### config.mk
export PLATFORM = sky130hd
export DESIGN_NAME = alarm_bank
export DESIGN_NICKNAME = d
export VERILOG_FILES = /design/src/rtl/clock_pkg.sv /design/src/rtl/alarm_channel.sv /design/src/rtl/alarm_bank.sv
export SDC_FILE = /design/constraint.sdc
export NUM_CORES = 1
export LEC_CHECK = 0
export CAP_MARGIN = 20
export CELL_PAD_IN_SITES_DETAIL_PLACEMENT = 0
export CELL_PAD_IN_SITES_GLOBAL_PLACEMENT = 1
export CORE_ASPECT_RATIO = 1.5
export CORE_MARGIN = 1
export CORE_UTILIZATION = 45
export DETAILED_ROUTE_END_ITERATION = 7
export GPL_TIMING_DRIVEN = 0
export PLACE_DENSITY_LB_ADDON = 0.1
export SLEW_MARGIN = 20
export SYNTH_ARGS = -nofsm -noshare
export SYNTH_HDL_FRONTEND = slang
export SYNTH_SLANG_ARGS = --single-unit
### constraint.sdc
create_clock -name clk -period 2.2 [get_ports clk]
set_input_delay 0.44 -clock clk [delete_from_list [all_inputs] [get_ports clk]]
set_output_delay 0.44 -clock clk [all_outputs]
set_load 0.02 [all_outputs]
### src/rtl/clock_pkg.sv
// Shared time-of-day widths and limits plus the alarm channel state encoding.
// Pure definitions: no latency, no flow control.
package clock_pkg;
    localparam int MIN_W   = 6;
    localparam int HR_W    = 5;
    localparam int MAX_MIN = 59;
    localparam int MAX_HR  = 23;

    typedef enum logic [1:0] {
        ALM_IDLE,
        ALM_RINGING,
        ALM_SNOOZED
    } alarm_state_t;
endpackage

### src/rtl/alarm_channel.sv
// One alarm channel: target registers, ring/snooze state machine and counters.
// State changes are visible one cycle after their cause; no backpressure, inputs act on sampling.
module alarm_channel
    import clock_pkg::*;
#(
    parameter int RING_MIN   = 5,
    parameter int SNOOZE_MIN = 9,
    parameter int MAX_SNOOZE = 3
) (
    input  logic             clk,
    input  logic             rst,
    input  logic             wr_stb,
    input  logic [MIN_W-1:0] wr_minutes,
    input  logic [HR_W-1:0]  wr_hours,
    input  logic             wr_enable,
    input  logic [MIN_W-1:0] curr_minutes,
    input  logic [HR_W-1:0]  curr_hours,
    input  logic             minute_tick,
    input  logic             snooze,
    input  logic             dismiss,
    output logic             ringing,
    output logic             snoozed
);
    localparam logic [5:0] RING_L   = 6'(RING_MIN);
    localparam logic [5:0] SNOOZE_L = 6'(SNOOZE_MIN);
    localparam logic [3:0] MAX_L    = 4'(MAX_SNOOZE);

    alarm_state_t     state;
    logic [MIN_W-1:0] tgt_min;
    logic [HR_W-1:0]  tgt_hr;
    logic             enabled;
    logic [5:0]       ring_cnt;
    logic [3:0]       snooze_cnt;
    logic             match;

    assign match = (curr_minutes == tgt_min) && (curr_hours == tgt_hr);

    always_ff @(posedge clk) begin
        if (rst) begin
            state      <= ALM_IDLE;
            tgt_min    <= '0;
            tgt_hr     <= '0;
            enabled    <= 1'b0;
            ring_cnt   <= '0;
            snooze_cnt <= '0;
        end else if (wr_stb) begin
            tgt_min    <= wr_minutes;
            tgt_hr     <= wr_hours;
            enabled    <= wr_enable;
            state      <= ALM_IDLE;
            ring_cnt   <= '0;
            snooze_cnt <= '0;
        end else if (dismiss && state != ALM_IDLE) begin
            state <= ALM_IDLE;
        end else if (snooze && state == ALM_RINGING && snooze_cnt < MAX_L) begin
            state      <= ALM_SNOOZED;
            ring_cnt   <= SNOOZE_L;
            snooze_cnt <= snooze_cnt + 4'd1;
        end else if (minute_tick) begin
            unique case (state)
                ALM_IDLE: begin
                    // Matches are only sampled on a tick, so a held match fires once.
                    if (enabled && match) begin
                        state      <= ALM_RINGING;
                        ring_cnt   <= RING_L;
                        snooze_cnt <= '0;
                    end
                end
                ALM_RINGING: begin
                    ring_cnt <= ring_cnt - 6'd1;
                    if (ring_cnt == 6'd1) state <= ALM_IDLE;
                end
                ALM_SNOOZED: begin
                    if (ring_cnt == 6'd1) begin
                        state    <= ALM_RINGING;
                        ring_cnt <= RING_L;
                    end else begin
                        ring_cnt <= ring_cnt - 6'd1;
                    end
                end
                default: state <= ALM_IDLE;
            endcase
        end
    end

    assign ringing = (state == ALM_RINGING);
    assign snoozed = (state == ALM_SNOOZED);
endmodule

### src/rtl/alarm_bank.sv
// Bank of alarm channels with write validation, set_err pulse, buzzer OR and lowest-ringing index.
// Outputs reflect a cause one cycle later; writes are accepted or rejected immediately, never stalled.
module alarm_bank
    import clock_pkg::*;
#(
    parameter int NUM_ALARMS = 4,
    parameter int RING_MIN   = 5,
    parameter int SNOOZE_MIN = 9,
    parameter int MAX_SNOOZE = 3,
    localparam int IDX_W     = (NUM_ALARMS > 1) ? $clog2(NUM_ALARMS) : 1
) (
    input  logic                  clk,
    input  logic                  rst,
    input  logic [MIN_W-1:0]      curr_minutes,
    input  logic [HR_W-1:0]       curr_hours,
    input  logic                  minute_tick,
    input  logic                  set_valid,
    input  logic [IDX_W-1:0]      set_idx,
    input  logic [MIN_W-1:0]      set_minutes,
    input  logic [HR_W-1:0]       set_hours,
    input  logic                  set_enable,
    output logic                  set_err,
    input  logic                  snooze,
    input  logic                  dismiss,
    output logic [NUM_ALARMS-1:0] ringing,
    output logic [NUM_ALARMS-1:0] snoozed,
    output logic                  alarm_trigger,
    output logic [IDX_W-1:0]      active_idx
);
    localparam logic [IDX_W:0]   NUM_L   = (IDX_W + 1)'(NUM_ALARMS);
    localparam logic [MIN_W-1:0] MAX_MIN_L = MIN_W'(MAX_MIN);
    localparam logic [HR_W-1:0]  MAX_HR_L  = HR_W'(MAX_HR);

    logic set_ok;

    assign set_ok = set_valid
                 && ({1'b0, set_idx} < NUM_L)
                 && (set_minutes <= MAX_MIN_L)
                 && (set_hours <= MAX_HR_L);

    always_ff @(posedge clk) begin
        if (rst) set_err <= 1'b0;
        else     set_err <= set_valid && !set_ok;
    end

    for (genvar i = 0; i < NUM_ALARMS; i++) begin : g_ch
        localparam logic [IDX_W-1:0] CH = IDX_W'(i);
        logic wr_stb;

        assign wr_stb = set_ok && (set_idx == CH);

        alarm_channel #(
            .RING_MIN   (RING_MIN),
            .SNOOZE_MIN (SNOOZE_MIN),
            .MAX_SNOOZE (MAX_SNOOZE)
        ) u_ch (
            .clk          (clk),
            .rst          (rst),
            .wr_stb       (wr_stb),
            .wr_minutes   (set_minutes),
            .wr_hours     (set_hours),
            .wr_enable    (set_enable),
            .curr_minutes (curr_minutes),
            .curr_hours   (curr_hours),
            .minute_tick  (minute_tick),
            .snooze       (snooze),
            .dismiss      (dismiss),
            .ringing      (ringing[i]),
            .snoozed      (snoozed[i])
        );
    end

    assign alarm_trigger = |ringing;

    // Scan from the top down so the lowest ringing channel is the last to win.
    always_comb begin
        active_idx = '0;
        for (int i = NUM_ALARMS - 1; i >= 0; i--) begin
            if (ringing[i]) active_idx = IDX_W'(i);
        end
    end
endmodule
==> reports/summary.txt, run 1 <==
STATUS
--------------------------------------------------------------------------------
Status                                                                 completed

DIE
--------------------------------------------------------------------------------
Ports                                                                         43
Die area                                                               12300 um2
Area of the core region                                                11500 um2
Effective utilization at floorplan                                         0.461
Die boundary height                                                       135 um
Num rows                                                                      48
Die Wd                                                                   90.7 um

SYNTHESIS
--------------------------------------------------------------------------------
Fraction of synthesized cell area taken by the top area cell type          0.365
Total of flip-flops plus latches after synthesis                              97
Number of enable-type register cells in the synthesized netlist                0
Net Count, Synth                                                             668
Library cell with the largest summed area after synthesis           sky130_fd_sc_hd__dfxtp_1
Synthesis Warnings                                                             0
Number of standard cells after synthesis                                     613
Part of the Yosys area used for sequential elements                        0.365
Post-synthesis area per instance                                        8.67 um2
Most used flip-flop cell after synthesis                            sky130_fd_sc_hd__dfxtp_1
Synthesized area                                                        5310 um2
Leading cell types by total area after synthesis                    sky130_fd_sc_hd__dfxtp_1 (37%), sky130_fd_sc_hd__mux2i_1 (9.6%), sky130_fd_sc_hd__nor2_1 (6.6%), sky130_fd_sc_hd__ha_1 (5.7%), sky130_fd_sc_hd__xnor2_1 (5.4%)
Ys async rst share                                                             0
Yosys cell types                                                              69

PLACEMENT
--------------------------------------------------------------------------------
Number of placed instances, taps included                                    794
Sum of net half-perimeters after detailed placement                      9680 um
Pre-CTS setup slack                                                    -0.428 ns
RD Place Congestion                                                        0.817
Count of input and output buffers                                             31

DRT
--------------------------------------------------------------------------------
WL/cell                                                                  15.8 um
Total number of vias                                                        4380
First-pass detailed-route iteration total                                      4
Detail-routed via count per cell                                            5.41
ANT nets after route                                                           0
First DRT Iteration DRCs                                                     158
Residual DRC                                                                   0
Final routed wirelength across all metal layers                         12800 um

CRITICAL PATH
--------------------------------------------------------------------------------
Max FO, Critical Path                                                         10
Data arrival time of the critical path                                   2.33 ns
WP data required                                                         2.44 ns
Class of the most critical setup path                                  in -> reg
Startpoint kind of the worst setup timing path                         input pin
Worst setup EP type                                                         flop

FINAL LAYOUT
--------------------------------------------------------------------------------
Area growth from synthesis to layout                                       16.3%
Number of non-filler instances in the completed layout                       810
Layout cell share with drive strength beyond 1                             0.120
Post-layout utilization of the core                                        0.536
Layout net count                                                             710
Ant. Diodes                                                                    0

TIMING
--------------------------------------------------------------------------------
RSZ-0062 raised after global routing                                          no
Setup slack of the critical path after layout                           0.113 ns
Period minus WS final                                                    2.09 ns
Transition time at the pin with the least slew margin                   0.541 ns
Count of endpoints failing setup in the final report                           0
Highest Clock Rate                                                     0.479 GHz
Hold_ws                                                                 0.460 ns
Max-slew headroom                                                          0.640
Ratio of final minimum period to clock period                              0.949
Number of slew-limit violations in the final report                            0
Final hold viol count                                                          0
Largest clock skew in the final design                                0.00893 ns

GLOBAL ROUTING
--------------------------------------------------------------------------------
Antenna violations before repair                                               0
Total grt overflow                                                             0
Number of global-route vias before repair                                   4276
Pin count of the biggest net entering global routing                          19
Global-route wire length before repair                                  21300 um
GRT Total Usage                                                            0.222

JOB
--------------------------------------------------------------------------------
Max Cap Viol                                                                   0

CLOCK NETWORK
--------------------------------------------------------------------------------
Clk Latency, worst-skew pair                                             0.35 ns
Clock Path Buffers                                                             2
Clock buffer count from CTS                                                    9
Max H-tree Level                                                               3
Master cell of the clock root buffer                                sky130_fd_sc_hd__clkbuf_16
CTS tree                                                                   built
Clk sink count                                                                97
Clock transition at the registers of the reported paths                  0.07 ns

HOLD PATH
--------------------------------------------------------------------------------
Min-delay worst type                                                  reg -> reg

POWER AND IR DROP
--------------------------------------------------------------------------------
Lkg Pwr                                                                  2.74 nW
Cell area power density                                               589 nW/um2
Worst ir drop on vdd                                                    0.435 mV

state kept, by name, summed over array words and instances, names as in the netlist:
| signal | flops |
|---|---|
| g_ch.u_ch.enabled | 4 |
| set_err | 1 |
| g_ch.u_ch.ring_cnt | 24 |
| g_ch.u_ch.tgt_hr | 20 |
| g_ch.u_ch.state | 8 |
| g_ch.u_ch.snooze_cnt | 16 |
| g_ch.u_ch.tgt_min | 24 |
cell usage in the layout (no fill, tap or decap), types with 16 or more instances in the layout:
cell type,synthesis,routed
sky130_fd_sc_hd__a21oi_1,31,30
sky130_fd_sc_hd__clkdlybuf4s50_1,0,16
sky130_fd_sc_hd__dfxtp_1,97,96
sky130_fd_sc_hd__ha_1,24,19
sky130_fd_sc_hd__inv_1,24,24
sky130_fd_sc_hd__mux2i_1,51,51
sky130_fd_sc_hd__nand2_1,36,35
sky130_fd_sc_hd__nor2_1,94,94
sky130_fd_sc_hd__o21ai_0,19,19
sky130_fd_sc_hd__xnor2_1,33,33
critical path: stages:
cell,delay [ns]
sky130_fd_sc_hd__clkdlybuf4s50_1,0.50
sky130_fd_sc_hd__nand2_1,0.12
sky130_fd_sc_hd__nor4_1,0.27
sky130_fd_sc_hd__nand3_1,0.21
sky130_fd_sc_hd__a32oi_1,0.30
sky130_fd_sc_hd__buf_4,0.21
sky130_fd_sc_hd__o21ai_1,0.08
sky130_fd_sc_hd__a31o_1,0.22
worst paths after layout:
path                                                               from                                 endpoint  slack (ns)  depth (start not counted)
worst max register to register     g_ch[3].u_ch.tgt_min[5]$_SDFFE_PP0P_    g_ch[3].u_ch.ring_cnt[3]$_SDFFE_PP0P_        0.16                          7
worst min register to register  g_ch[3].u_ch.snooze_cnt[3]$_SDFFE_PP0P_  g_ch[3].u_ch.snooze_cnt[3]$_SDFFE_PP0P_        0.46                          1
worst min-delay path            g_ch[3].u_ch.snooze_cnt[3]$_SDFFE_PP0P_  g_ch[3].u_ch.snooze_cnt[3]$_SDFFE_PP0P_        0.46                          1
worst max-delay path                                        minute_tick    g_ch[3].u_ch.ring_cnt[3]$_SDFFE_PP0P_        0.11                          8
routing by layer:
layer / track usage / vias up / wire length (um)
met5: 0 / - / 0
met4: 0.0986 / 0 / 315
met3: 0.0287 / 21 / 391
met2: 0.388 / 88 / 6410
met1: 0.272 / 2056 / 5650
li1: - / 2215 / -
power breakdown:
part	internal (mW)	switching, mW
clock	0.791	0.745
sequential	1.78	0.0175
combinational	0.133	0.172
total	2.71	0.934
cell families after synthesis:
group                    after synthesis  synth area share
AND/OR/NAND/NOR                      224             0.208
AO/OA/AOI/OAI                        105             0.132
flip-flops                            97             0.365
buffers and inverters                 63            0.0610
multiplexers                          52            0.0982
XOR/XNOR                              48            0.0791
adder cells (fa/ha/maj)               24            0.0565
layout make-up:
type                       count  area (um2)
buffer                        38         235
clock buffer                   9         225
clock inverter                 7        63.8
fill                        1123        5350
inverter                      24        90.1
multi-input combinational    453        3110
sequential                    97        1940
tap                          150         188
timing repair buffer          32         328
cells in the mapped netlist (all sizes together), types with 2 or more instances:
| cell | number |
|---|---|
| dfxtp | 97 |
| nor2 | 94 |
| mux2i | 51 |
| nand2 | 36 |
| xnor2 | 33 |
| a21oi | 32 |
| buf | 27 |
| ha | 24 |
| inv | 24 |
| o21ai | 22 |
| xor2 | 15 |
| nand4 | 14 |
| clkbuf | 12 |
| nand3 | 12 |
| and3 | 10 |
| nor3 | 9 |
| nor4 | 8 |
| nand4b | 6 |
| o211ai | 6 |
| or3 | 6 |
| nor2b | 5 |
| o22ai | 5 |
| a211oi | 4 |
| and2 | 4 |
| nand2b | 4 |
| nor3b | 4 |
| a21boi | 3 |
| a2bb2oi | 3 |
| o31ai | 3 |
| o41ai | 3 |
| or2 | 3 |
| a21bo | 2 |
| a21o | 2 |
| a22oi | 2 |
| a311oi | 2 |
| a31o | 2 |
| a31oi | 2 |
| and2b | 2 |
| and3b | 2 |
| o2111ai | 2 |
| o211a | 2 |
| o21a | 2 |
stage by stage:
stage                     TNS, ns  power, mW  instance area, um2
after floorplan                 0       2.02                5310
after global placement     -18.66       2.14                5810
after detailed placement   -20.62       2.14                5810
after CTS                       0       3.70                6130
after global routing            0       3.80                6180
final                           0       3.64                6180
repair_timing:
item / in CTS / in global routing
setup endpoints to repair: 20 / 44
setup buffers: 0 / 1
pin swaps: 1 / 1
resized for setup: 15 / 24
hold buffers: 0 / 0
(Power assumes the default switching activity.)
==> run 2, diff against run 1 <==
Settings changed: ABC_CLOCK_PERIOD_IN_PS set to 2500, CORE_UTILIZATION 45 to 48, SETUP_SLACK_MARGIN set to 0.4.
Clock period 2.2 ns to 2.5 ns, I/O delays scaled along.
==> run 2 against run 1 <==
Net effect:
- setup slack better by 0.21 ns
- register-to-register slack better by 0.33 ns
- core utilization is 5.6 points higher
- clock power is 16% lower
- global-route usage is 1.1 points higher
- die area is 6.1% lower
- non-clock buffer count is 5 higher
- final area is 2.0% higher
==> reports/summary.txt, run 2 (synthesis results as in run 1) <==
CRITICAL PATH
-------------------------------------------------------------------------
Startpoint kind of the worst setup timing path                       flop
Depth of the worst register-to-register path                            9   +2
WP data required                                                  2.00 ns   -0.44 ns
Worst setup EP type                                          primary output
Worst-case register-to-register setup slack                       0.49 ns   +0.33 ns
Combined buffer and inverter count along the critical path              3   +1
Capture point of the worst reg-to-reg path                   g_ch[2].u_ch.ring_cnt[3]$_SDFFE_PP0P_
Critical Path Slowest Stage Cell                             sky130_fd_sc_hd__clkdlybuf4s50_1
R2R Path Start                                               g_ch[2].u_ch.snooze_cnt[1]$_SDFFE_PP0P_
Data arrival time of the critical path                            1.68 ns   -0.65 ns
Kind of cell adding the most delay to the critical path      buffers and inverters
CP cell instances                                            inv_1 > ha_4 > buf_4 > clkdlybuf4s50_1
Critical path's largest stage delay                               0.58 ns   +0.08 ns
Max FO, Critical Path                                                   9   -1
Class of the most critical setup path                          reg -> out

POWER AND IR DROP
-------------------------------------------------------------------------
Cell area power density                                        500 nW/um2   -15%
Final Total Pwr                                                   3.15 mW   -13%
Lkg Pwr                                                           2.73 nW   -0.66%
Worst ir drop on vdd                                             0.399 mV   -8.3%

TIMING
-------------------------------------------------------------------------
Ratio of final minimum period to clock period                       0.871
Hold_ws                                                          0.471 ns   +0.0115 ns
RSZ-0062 raised after global routing                                  yes
Largest clock skew in the final design                         0.00747 ns   -0.00146 ns
Number of slew-limit violations in the final report                     0   unchanged
Period minus WS final                                             2.18 ns
Max-slew headroom                                                   0.622   -0.0171
Transition time at the pin with the least slew margin            0.562 ns   +0.0214 ns
Final hold viol count                                                   0   unchanged
Count of endpoints failing setup in the final report                    0   unchanged
Highest Clock Rate                                              0.459 GHz

GLOBAL ROUTING
-------------------------------------------------------------------------
Total grt overflow                                                      0   unchanged
Number of global-route vias before repair                            4278   +0.047%
GRT Total Usage                                                     0.234   +0.0113
Antenna violations before repair                                        0   unchanged
Global-route wire length before repair                           20600 um   -3.6%
Pin count of the biggest net entering global routing                   17   -2

DIE
-------------------------------------------------------------------------
Die boundary height                                                131 um   -3.1%
Ports                                                                  43   unchanged
Die area                                                        11500 um2   -6.1%
Effective utilization at floorplan                                  0.499   +0.0382
Die Wd                                                            87.9 um   -3.1%
Area of the core region                                         10600 um2   -7.7%
Num rows                                                               46   -4.2%

CLOCK NETWORK
-------------------------------------------------------------------------
Clk Latency, worst-skew pair                                      0.34 ns   about the same
Clock transition at the registers of the reported paths           0.07 ns   about the same
CTS tree                                                            built
Clk sink count                                                         97   unchanged
Master cell of the clock root buffer                         sky130_fd_sc_hd__clkbuf_16
Clock Path Buffers                                                      2   unchanged
Clock buffer count from CTS                                             9   unchanged
Max H-tree Level                                                        3   unchanged

FINAL LAYOUT
-------------------------------------------------------------------------
Layout net count                                                      715   +0.70%
Sequential cell area                                             1950 um2   +0.26%
Most frequent cells in the layout                            sky130_fd_sc_hd__nor2_1 (94), sky130_fd_sc_hd__dfxtp_1 (92), sky130_fd_sc_hd__mux2i_1 (51)
Post-layout utilization of the core                                 0.592   +0.0560
Ant. Diodes                                                             0   unchanged
Registers with the most flip-flops                           g_ch.u_ch.ring_cnt: 24 flops, g_ch.u_ch.tgt_min: 24 flops, g_ch.u_ch.tgt_hr: 20 flops
Filler cell count                                                    1002   -11%
Layout cell share with drive strength beyond 1                      0.152   +0.0322
Area growth from synthesis to layout                                18.6%
Most common cell after layout, fill and taps aside           sky130_fd_sc_hd__nor2_1
Area occupied by multi-input gates                               3200 um2   +3.0%

HOLD PATH
-------------------------------------------------------------------------
Terminating pin of the worst hold path                       g_ch[1].u_ch.snooze_cnt[1]$_SDFFE_PP0P_
Hold_sp                                                      g_ch[1].u_ch.snooze_cnt[1]$_SDFFE_PP0P_
Min-delay worst type                                           reg -> reg
Cell depth of the worst hold path                                       2   +1

DRT
-------------------------------------------------------------------------
WL/cell                                                           16.0 um   +1.3%
Final routed wirelength across all metal layers                  12900 um   +1.2%
First-pass detailed-route iteration total                               4   unchanged
ANT nets after route                                                    0   unchanged
First DRT Iteration DRCs                                              144   -8.9%
Residual DRC                                                            0   unchanged
Detail-routed via count per cell                                     5.49   +1.4%
Total number of vias                                                 4438   +1.3%

PLACEMENT
-------------------------------------------------------------------------
Sum of net half-perimeters after detailed placement               9630 um   -0.55%
Count of input and output buffers                                      31   unchanged
RD Place Congestion                                                 0.885   +8.4%

JOB
-------------------------------------------------------------------------
Max Cap Viol                                                            0   unchanged

STATUS
-------------------------------------------------------------------------
Status                                                          completed

[run 2: per-layer routing]
layer | up-vias | GRT usage | part of all wire
li1 | 2228 | - | -
met5 | - | 0 | 0
met1 | 2108 | 0.281 | 0.45
met4 | 0 | 0.109 | 0.024
met2 | 80 | 0.406 | 0.51
met3 | 22 | 0.0339 | 0.024
[run 2: how the worst max path moves through the flow]
stage | start | to | slack, ns | cells past startpoint
after CTS | g_ch[0].u_ch.state[1]$_SDFFE_PP0P_ | ringing[0] | 0.24 | 4
after floorplan | curr_hours[3] | g_ch[3].u_ch.ring_cnt[3]$_SDFFE_PP0P_ | 0.55 | 8
after global placement | snooze | g_ch[0].u_ch.ring_cnt[5]$_SDFFE_PP0P_ | -0.13 | 7
after global routing | g_ch[0].u_ch.state[1]$_SDFFE_PP0P_ | ringing[0] | 0.25 | 4
final | g_ch[0].u_ch.state[1]$_SDFFE_PP0P_ | ringing[0] | 0.32 | 4
after detailed placement | set_minutes[5] | g_ch[0].u_ch.enabled$_SDFFE_PP0P_ | -0.16 | 8
[run 2: power breakdown]
part | internal [mW] | leakage [nW] | switching (mW)
Clock | 0.677 | 0.125 | 0.616
Combinational | 0.120 | 1.82 | 0.158
Sequential | 1.57 | 0.786 | 0.0154
Total | 2.37 | 2.73 | 0.789
[run 2: area by class of cell]
cell class / count / area share
clock inverters: 6 / 0.00714
clock buffers: 10 / 0.0363
repair buffers: 36 / 0.0550
multi-input cells: 453 / 0.508
plain buffers: 39 / 0.0411
well taps: 144 / 0.0286
inverters: 24 / 0.0149
flip-flops and latches: 97 / 0.309
[run 2: repair_timing]
action / CTS / global route
gates resized for setup: 37 / 46
gates cloned: 0 / 1
pin swaps: 2 / 9
buffers inserted: 0 / 4
endpoints found under the setup margin: 78 / 36
hold buffers: 0 / 0
[run 2: metrics by stage]
step                      TNS (ns)  instance area (um2)  instances  setup slack (ns)
after global placement       -1.66                 5800        788            -0.133
final                            0                 6300        809             0.323
after detailed placement     -3.01                 5800        788            -0.164
after floorplan                  0                 5310        613             0.549
after CTS                        0                 6130        804             0.239
after global routing             0                 6300        809             0.248
[run 2: worst min-delay path, delay by kind of cell, from the launching register on]
kind | cells | cell delay (ns)
AO/OA/AOI/OAI | 1 | 0.06
AND/OR/NAND/NOR | 1 | 0.05
flip-flops | 1 | 0.31
